## src/rtl/bht_pkg.sv

```systemverilog
// -----------------------------------------------------------------------------
// bht_pkg
// Shared types and helpers for the branch history table controller.
//   ctr_t    : 2-bit saturating predictor counter (SNT/WNT/WT/ST), MSB = prediction
//   fsm_t    : controller state (INIT sweep, RUN)
//   next_ctr : counter transition for a resolved branch outcome
// -----------------------------------------------------------------------------
package bht_pkg;

    typedef enum logic [1:0] {
        SNT = 2'b00,
        WNT = 2'b01,
        WT  = 2'b10,
        ST  = 2'b11
    } ctr_t;

    typedef enum logic {
        INIT = 1'b0,
        RUN  = 1'b1
    } fsm_t;

    // A taken branch from WNT jumps straight to ST and a not-taken branch
    // from WT drops straight to SNT (weak states are not hysteretic).
    function automatic ctr_t next_ctr(input ctr_t state, input logic taken);
        ctr_t nxt;
        nxt = SNT;
        case (state)
            SNT: begin
                if (taken) nxt = WNT;
                else       nxt = SNT;
            end
            WNT: begin
                if (taken) nxt = ST;
                else       nxt = SNT;
            end
            WT: begin
                if (taken) nxt = ST;
                else       nxt = SNT;
            end
            ST: begin
                if (taken) nxt = ST;
                else       nxt = WT;
            end
            default: nxt = WNT;
        endcase
        return nxt;
    endfunction

endpackage

```

## src/rtl/bht_update_fifo.sv

```systemverilog
// -----------------------------------------------------------------------------
// bht_update_fifo
// Synchronous FIFO holding pending resolved-branch updates {idx, taken}.
// Ports:
//   i_clk, i_rst_n : clock, asynchronous active-low reset (FIFO empties)
//   i_clear        : synchronous clear, wins over push/pop
//   i_push, i_data : write request and entry (ignored when full)
//   i_pop          : remove head (ignored when empty)
//   o_data         : head entry
//   o_full/o_empty : occupancy flags, derived from registered count
// -----------------------------------------------------------------------------
module bht_update_fifo #(
    parameter int DEPTH  = 4,
    parameter int DATA_W = 7
) (
    input  logic              i_clk,
    input  logic              i_rst_n,
    input  logic              i_clear,
    input  logic              i_push,
    input  logic [DATA_W-1:0] i_data,
    input  logic              i_pop,
    output logic [DATA_W-1:0] o_data,
    output logic              o_full,
    output logic              o_empty
);

    localparam int PTR_W = $clog2(DEPTH);
    localparam logic [PTR_W-1:0] PTR_ONE  = PTR_W'(32'd1);
    localparam logic [PTR_W:0]   CNT_ONE  = (PTR_W+1)'(32'd1);
    localparam logic [PTR_W:0]   FULL_CNT = (PTR_W+1)'(DEPTH);

    logic [DATA_W-1:0] r_mem [DEPTH];
    logic [PTR_W-1:0]  r_wr_ptr;
    logic [PTR_W-1:0]  r_rd_ptr;
    logic [PTR_W:0]    r_count;
    logic              w_do_push;
    logic              w_do_pop;

    assign o_full    = (r_count == FULL_CNT);
    assign o_empty   = (r_count == {(PTR_W+1){1'b0}});
    assign w_do_push = i_push && !o_full;
    assign w_do_pop  = i_pop && !o_empty;
    assign o_data    = r_mem[r_rd_ptr];

    // Pointer and occupancy bookkeeping.
    always_ff @(posedge i_clk or negedge i_rst_n) begin
        if (!i_rst_n) begin
            r_wr_ptr <= {PTR_W{1'b0}};
            r_rd_ptr <= {PTR_W{1'b0}};
            r_count  <= {(PTR_W+1){1'b0}};
        end else if (i_clear) begin
            r_wr_ptr <= {PTR_W{1'b0}};
            r_rd_ptr <= {PTR_W{1'b0}};
            r_count  <= {(PTR_W+1){1'b0}};
        end else begin
            if (w_do_push) r_wr_ptr <= r_wr_ptr + PTR_ONE;
            if (w_do_pop)  r_rd_ptr <= r_rd_ptr + PTR_ONE;
            case ({w_do_push, w_do_pop})
                2'b10:   r_count <= r_count + CNT_ONE;
                2'b01:   r_count <= r_count - CNT_ONE;
                default: r_count <= r_count;
            endcase
        end
    end

    // Entry storage; contents are don't-care while not counted.
    always_ff @(posedge i_clk) begin
        if (w_do_push && !i_clear) r_mem[r_wr_ptr] <= i_data;
    end

endmodule

```

## src/rtl/bht_controller.sv

```systemverilog
// -----------------------------------------------------------------------------
// bht_controller
// Branch history table of 2-bit saturating counters with a single table port
// shared by fetch lookups (highest priority), buffered resolved-branch updates
// (drained only in lookup-free cycles) and an initialization sweep that writes
// WNT to every entry after reset (and after a flush).
// Optional feature macro: BHT_FLUSH_EN adds i_flush, which restarts the sweep
// and discards pending updates.
// Ports:
//   i_clk, i_rst_n              : clock, asynchronous active-low reset
//   i_flush                     : restart initialization (BHT_FLUSH_EN only)
//   i_lookup_en, i_lookup_idx   : lookup request
//   o_lookup_pred, o_lookup_pvalid : registered prediction, valid one cycle later
//   i_upd_valid, i_upd_idx, i_upd_taken, o_upd_ready : update handshake
//   o_busy                      : initialization sweep in progress
// -----------------------------------------------------------------------------
module bht_controller
    import bht_pkg::*;
#(
    parameter int ENTRIES    = 64,
    parameter int IDX_W      = $clog2(ENTRIES),
    parameter int FIFO_DEPTH = 4
) (
    input  logic             i_clk,
    input  logic             i_rst_n,
`ifdef BHT_FLUSH_EN
    input  logic             i_flush,
`endif
    input  logic             i_lookup_en,
    input  logic [IDX_W-1:0] i_lookup_idx,
    output logic             o_lookup_pred,
    output logic             o_lookup_pvalid,
    input  logic             i_upd_valid,
    input  logic [IDX_W-1:0] i_upd_idx,
    input  logic             i_upd_taken,
    output logic             o_upd_ready,
    output logic             o_busy
);

    localparam logic [IDX_W-1:0] LAST_IDX = IDX_W'(ENTRIES - 1);
    localparam logic [IDX_W-1:0] IDX_ONE  = IDX_W'(32'd1);

    fsm_t             r_state;
    fsm_t             w_state_nxt;
    logic [IDX_W-1:0] r_sweep_ptr;
    ctr_t             r_table [ENTRIES];
    logic             r_lookup_pred;
    logic             r_lookup_pvalid;

    logic             w_flush;
    logic             w_init_wr;
    logic             w_lookup_fire;
    logic             w_push;
    logic             w_pop;
    logic             w_fifo_full;
    logic             w_fifo_empty;
    logic [IDX_W:0]   w_fifo_head;
    logic [IDX_W-1:0] w_head_idx;
    logic             w_head_taken;

`ifdef BHT_FLUSH_EN
    assign w_flush = i_flush;
`else
    assign w_flush = 1'b0;
`endif

    assign w_head_idx   = w_fifo_head[IDX_W:1];
    assign w_head_taken = w_fifo_head[0];

    // Depends only on registered state so the handshake has no input-to-output path.
    assign o_upd_ready     = (r_state == RUN) && !w_fifo_full;
    assign o_busy          = (r_state == INIT);
    assign o_lookup_pred   = r_lookup_pred;
    assign o_lookup_pvalid = r_lookup_pvalid;

    // FSM state register.
    always_ff @(posedge i_clk or negedge i_rst_n) begin
        if (!i_rst_n) r_state <= INIT;
        else          r_state <= w_state_nxt;
    end

    // Next state and table-port arbitration: sweep, else lookup, else drain.
    always_comb begin
        w_state_nxt   = r_state;
        w_init_wr     = 1'b0;
        w_lookup_fire = 1'b0;
        w_push        = 1'b0;
        w_pop         = 1'b0;
        case (r_state)
            INIT: begin
                w_init_wr = 1'b1;
                if (w_flush)                       w_state_nxt = INIT;
                else if (r_sweep_ptr == LAST_IDX)  w_state_nxt = RUN;
                else                               w_state_nxt = INIT;
            end
            RUN: begin
                if (w_flush) begin
                    w_state_nxt = INIT;
                end else begin
                    w_state_nxt   = RUN;
                    w_push        = i_upd_valid && !w_fifo_full;
                    w_lookup_fire = i_lookup_en;
                    w_pop         = !i_lookup_en && !w_fifo_empty;
                end
            end
            default: w_state_nxt = INIT;
        endcase
    end

    // Sweep pointer: wraps back to zero on the last INIT write.
    always_ff @(posedge i_clk or negedge i_rst_n) begin
        if (!i_rst_n)                r_sweep_ptr <= {IDX_W{1'b0}};
        else if (w_flush)            r_sweep_ptr <= {IDX_W{1'b0}};
        else if (r_state == INIT)    r_sweep_ptr <= r_sweep_ptr + IDX_ONE;
        else                         r_sweep_ptr <= {IDX_W{1'b0}};
    end

    // Registered lookup result; invalid after any non-lookup or INIT cycle.
    always_ff @(posedge i_clk or negedge i_rst_n) begin
        if (!i_rst_n) begin
            r_lookup_pred   <= 1'b0;
            r_lookup_pvalid <= 1'b0;
        end else if (w_lookup_fire) begin
            r_lookup_pred   <= r_table[i_lookup_idx][1];
            r_lookup_pvalid <= 1'b1;
        end else begin
            r_lookup_pvalid <= 1'b0;
        end
    end

    // Counter table: deliberately not reset, the INIT sweep establishes contents.
    always_ff @(posedge i_clk) begin
        if (w_init_wr)
            r_table[r_sweep_ptr] <= WNT;
        else if (w_pop)
            r_table[w_head_idx] <= next_ctr(r_table[w_head_idx], w_head_taken);
    end

    bht_update_fifo #(
        .DEPTH  (FIFO_DEPTH),
        .DATA_W (IDX_W + 1)
    ) u_fifo (
        .i_clk   (i_clk),
        .i_rst_n (i_rst_n),
        .i_clear (w_flush),
        .i_push  (w_push),
        .i_data  ({i_upd_idx, i_upd_taken}),
        .i_pop   (w_pop),
        .o_data  (w_fifo_head),
        .o_full  (w_fifo_full),
        .o_empty (w_fifo_empty)
    );

endmodule

```

## config.mk

```make
export PLATFORM = sky130hd
export DESIGN_NAME = bht_controller
export DESIGN_NICKNAME = d
export VERILOG_FILES = /design/src/rtl/bht_pkg.sv /design/src/rtl/bht_update_fifo.sv /design/src/rtl/bht_controller.sv
export SDC_FILE = /design/constraint.sdc
export NUM_CORES = 1
export LEC_CHECK = 0
export BUFFER_PORTS_ARGS = -buffer_cell sky130_fd_sc_hd__buf_4
export CAP_MARGIN = 0
export CORE_AREA = 2 2 123 125
export CTS_CLUSTER_DIAMETER = 80
export DETAILED_ROUTE_END_ITERATION = 8
export DIE_AREA = 0 0 125 127
export PLACE_DENSITY = 0.82
export SKIP_CTS_REPAIR_TIMING = 1
export SYNTH_ARGS = -nofsm -noshare
export SYNTH_HDL_FRONTEND = slang
export SYNTH_SLANG_ARGS = --single-unit
```

## constraint.sdc

```tcl
create_clock -name i_clk -period 6.4 [get_ports i_clk]
set_clock_uncertainty 0.05 [all_clocks]
set_input_delay 0.96 -clock i_clk [delete_from_list [all_inputs] [get_ports i_clk]]
set_output_delay 0.96 -clock i_clk [all_outputs]
set_load 0.02 [all_outputs]
```

==> impl_metrics.env <==
export IMPL_status="finished clean"
export IMPL_fin_crit_ps=4710
export IMPL_p_per_area_mw_per_mm2=262
export IMPL_post_drt_wl_per_cell_um=23.3
export IMPL_drive_gt1_share_pct=20.2
export IMPL_io_pins=21
export IMPL_syn_area_mm2=0.00786
export IMPL_path_max_fanout=32
export IMPL_power_total_mw=2.29
export IMPL_ys_seq_area_share_pct=64.7
export IMPL_hold_class="primary input to asynchronous set/reset pin"
export IMPL_wl_mm=16.6
export IMPL_drt_iter0_drc=505
export IMPL_hold_violations=0
export IMPL_synth_cell_types=45
export IMPL_critical_path_class="flip-flop to flip-flop"
export IMPL_cts_num_sinks=172
export IMPL_synth_top_area_share_pct=59.6
export IMPL_async_flop_share_pct=9.30
export IMPL_globalplace_congestion=0.910
export IMPL_synth_commonest_cells="edfxtp_1, nor2_1, mux2i_1"
export IMPL_grt_pass1_wl_mm=26.1
export IMPL_num_nets_final=542
export IMPL_io_buffers=20
export IMPL_worstPathArrival_ps=4890
export IMPL_viasPerCell=6.34
export IMPL_path_common_cell="o211ai_1"
export IMPL_startpoint_type="flip-flop"
export IMPL_post_route_period_util_pct=73.6
export IMPL_fp_row_count=44
export IMPL_setup_tns_ps=0
export IMPL_grt_pass1_vias=4628
export IMPL_rrSetupSlack_ps=1690
export IMPL_grt_max_degree=65
export IMPL_synth_nets=524
export IMPL_fin_ws_ps=1690
export IMPL_cp_end_kind="flip-flop"
export IMPL_cp_required_ps=6580
export IMPL_syn_area_per_cell_um2=15.8
export IMPL_peakVddDrop_uv=207
export IMPL_coreArea_mm2=0.0144
export IMPL_fin_hold_ws_ps=325
export IMPL_grt_overflow=0
export IMPL_setup_violations=0
export IMPL_fmax_mhz=212
export IMPL_ys_seq_elements=172
export IMPL_slew_headroom_pct=24.6
export IMPL_fp_dieW_um=125
export IMPL_antenna_cells=0
export IMPL_cts_tree="yes"
export IMPL_syn_inst=498
export IMPL_route_vias_total=4518
export IMPL_yosysWarnings=0
export IMPL_ys_flop_type="edfxtp_1"
export IMPL_clk_pin_slew_ps=60
export IMPL_cts_root_buf="clkbuf_16"
export IMPL_drc=0
export IMPL_yosys_area_top_type="edfxtp_1"
export IMPL_post_place_ws_ps=1710
export IMPL_dr_pass1_iters=5
export IMPL_start_util_pct=54.5
export IMPL_clk_insertion_delay_late_ps=430
export IMPL_rsz0062_at_grt="false"
export IMPL_antenna_found_initial=0
export IMPL_cp_slowest_cell="mux4_2"
export IMPL_htree_levels=4
export IMPL_p_leak_nw=2.67
export IMPL_yosysMostFrequentCell="edfxtp_1"
export IMPL_syn2layout_area_growth_pct=11.2
export IMPL_track_usage_pct=22.0
export IMPL_clockBufferDepth=2
export IMPL_cts_buffers=17
export IMPL_slew_viol_final=0
export IMPL_hpwl_mm=11.0
export IMPL_die_y_um=127
export IMPL_tightestPinTransition_ps=1130
export IMPL_cp_slowest_stage_delay_ps=930
export IMPL_synth_area_leaders="edfxtp_1, mux4_2, mux2i_1"
export IMPL_cap_viol_max_count=0
export IMPL_synth_edff_count=156
export IMPL_die_area_mm2=0.0159
export IMPL_cp_cell_sequence="mux4_2 > inv_1 > mux2i_1 > o211ai_1 > a31oi_1 > o211ai_1 > ha_1 > a21oi_1 > nor3_2 > buf_4"
export IMPL_ant_nets=0
[per-layer routing]
layer,track usage [%],up-vias,wire length [um]
met5,0,-,0
li1,-,1981,-
met3,5.82,32,1420
met4,8.37,0,320
met1,28.8,2289,6510
met2,35.8,216,8380
[cells by family after synthesis]
| logic type | count (synthesis) | synth area share (%) |
|---|---|---|
| AND/OR/NAND/NOR | 140 | 7.97 |
| XOR/XNOR | 9 | 1.00 |
| multiplexers | 96 | 19.3 |
| buffers and inverters | 37 | 2.32 |
| AO/OA/AOI/OAI | 35 | 3.21 |
| adder cells (fa/ha/maj) | 9 | 1.53 |
| flip-flops | 172 | 64.7 |
[final timing paths]
kind                                                 from                             end  depth (start not counted)
setup / recovery           u_fifo.r_rd_ptr[0]$_DFFE_PN0P_        r_table[21][1]$_DFFE_PP_                         10
hold / removal                                    i_rst_n        r_sweep_ptr[0]$_DFF_PN0_                          1
setup reg to reg           u_fifo.r_rd_ptr[0]$_DFFE_PN0P_        r_table[21][1]$_DFFE_PP_                         10
hold reg to reg                  r_sweep_ptr[0]$_DFF_PN0_        r_sweep_ptr[0]$_DFF_PN0_                          1
max in group asynchronous                         i_rst_n  u_fifo.r_wr_ptr[1]$_DFFE_PN0P_                          1
min in group i_clk               r_sweep_ptr[0]$_DFF_PN0_        r_sweep_ptr[0]$_DFF_PN0_                          1
[sequential cells by signal, summed over array words and instances, names as in the netlist]
register	cells
r_table	128
u_fifo.r_rd_ptr	2
o_lookup_pred	1
r_state	1
u_fifo.r_count	3
u_fifo.r_mem	28
r_sweep_ptr	6
o_lookup_pvalid	1
u_fifo.r_wr_ptr	2
[stage by stage]
stage | cells | util (%) | instance area [um^2]
after CTS | 713 | 60.6 | 8740
final | 713 | 60.6 | 8740
after floorplan | 498 | - | 7860
after global placement | 681 | 56.5 | 8150
after global routing | 713 | 60.6 | 8740
after detailed placement | 681 | 56.5 | 8150
[layout by cell type (no fill, tap or decap), types with 5 or more instances in the layout]
cell       count
edfxtp_1     156
nor2_1        72
mux2i_1       47
mux4_2        44
buf_4         23
nand2_1       21
clkbuf_16     20
dfrtp_1       16
inv_1         12
nand3_1       12
a22oi_1        8
ha_1           8
nor2b_1        7
nor3_1         5
xor2_1         5
mux2_2         5
o21ai_0        5
[layout make-up]
class                   count  area (um^2)
fillers                  1026         5680
inverters                  13         50.0
multi-input cells         289         2610
repair buffers             23          173
clock buffers              25          549
clock inverters             7         47.5
flip-flops and latches    172         5080
well taps                 184          230
[worst max-delay path, delay by kind of cell (launching register included)]
family | cells | cell delay [ps]
fa+ha+maj | 1 | 290
mux | 2 | 1320
buf+inv | 2 | 800
simple gates | 1 | 730
compound gates | 4 | 650
flops | 1 | 640
[report_power, final]
| part | internal [mW] | switching (mW) | total (mW) |
|---|---|---|---|
| sequential | 1.21 | 0.00233 | 1.21 |
| combinational | 0.0286 | 0.0335 | 0.0622 |
| clock | 0.597 | 0.421 | 1.02 |
| total | 1.84 | 0.457 | 2.29 |
Note: power is estimated with default switching activity, not from simulation.
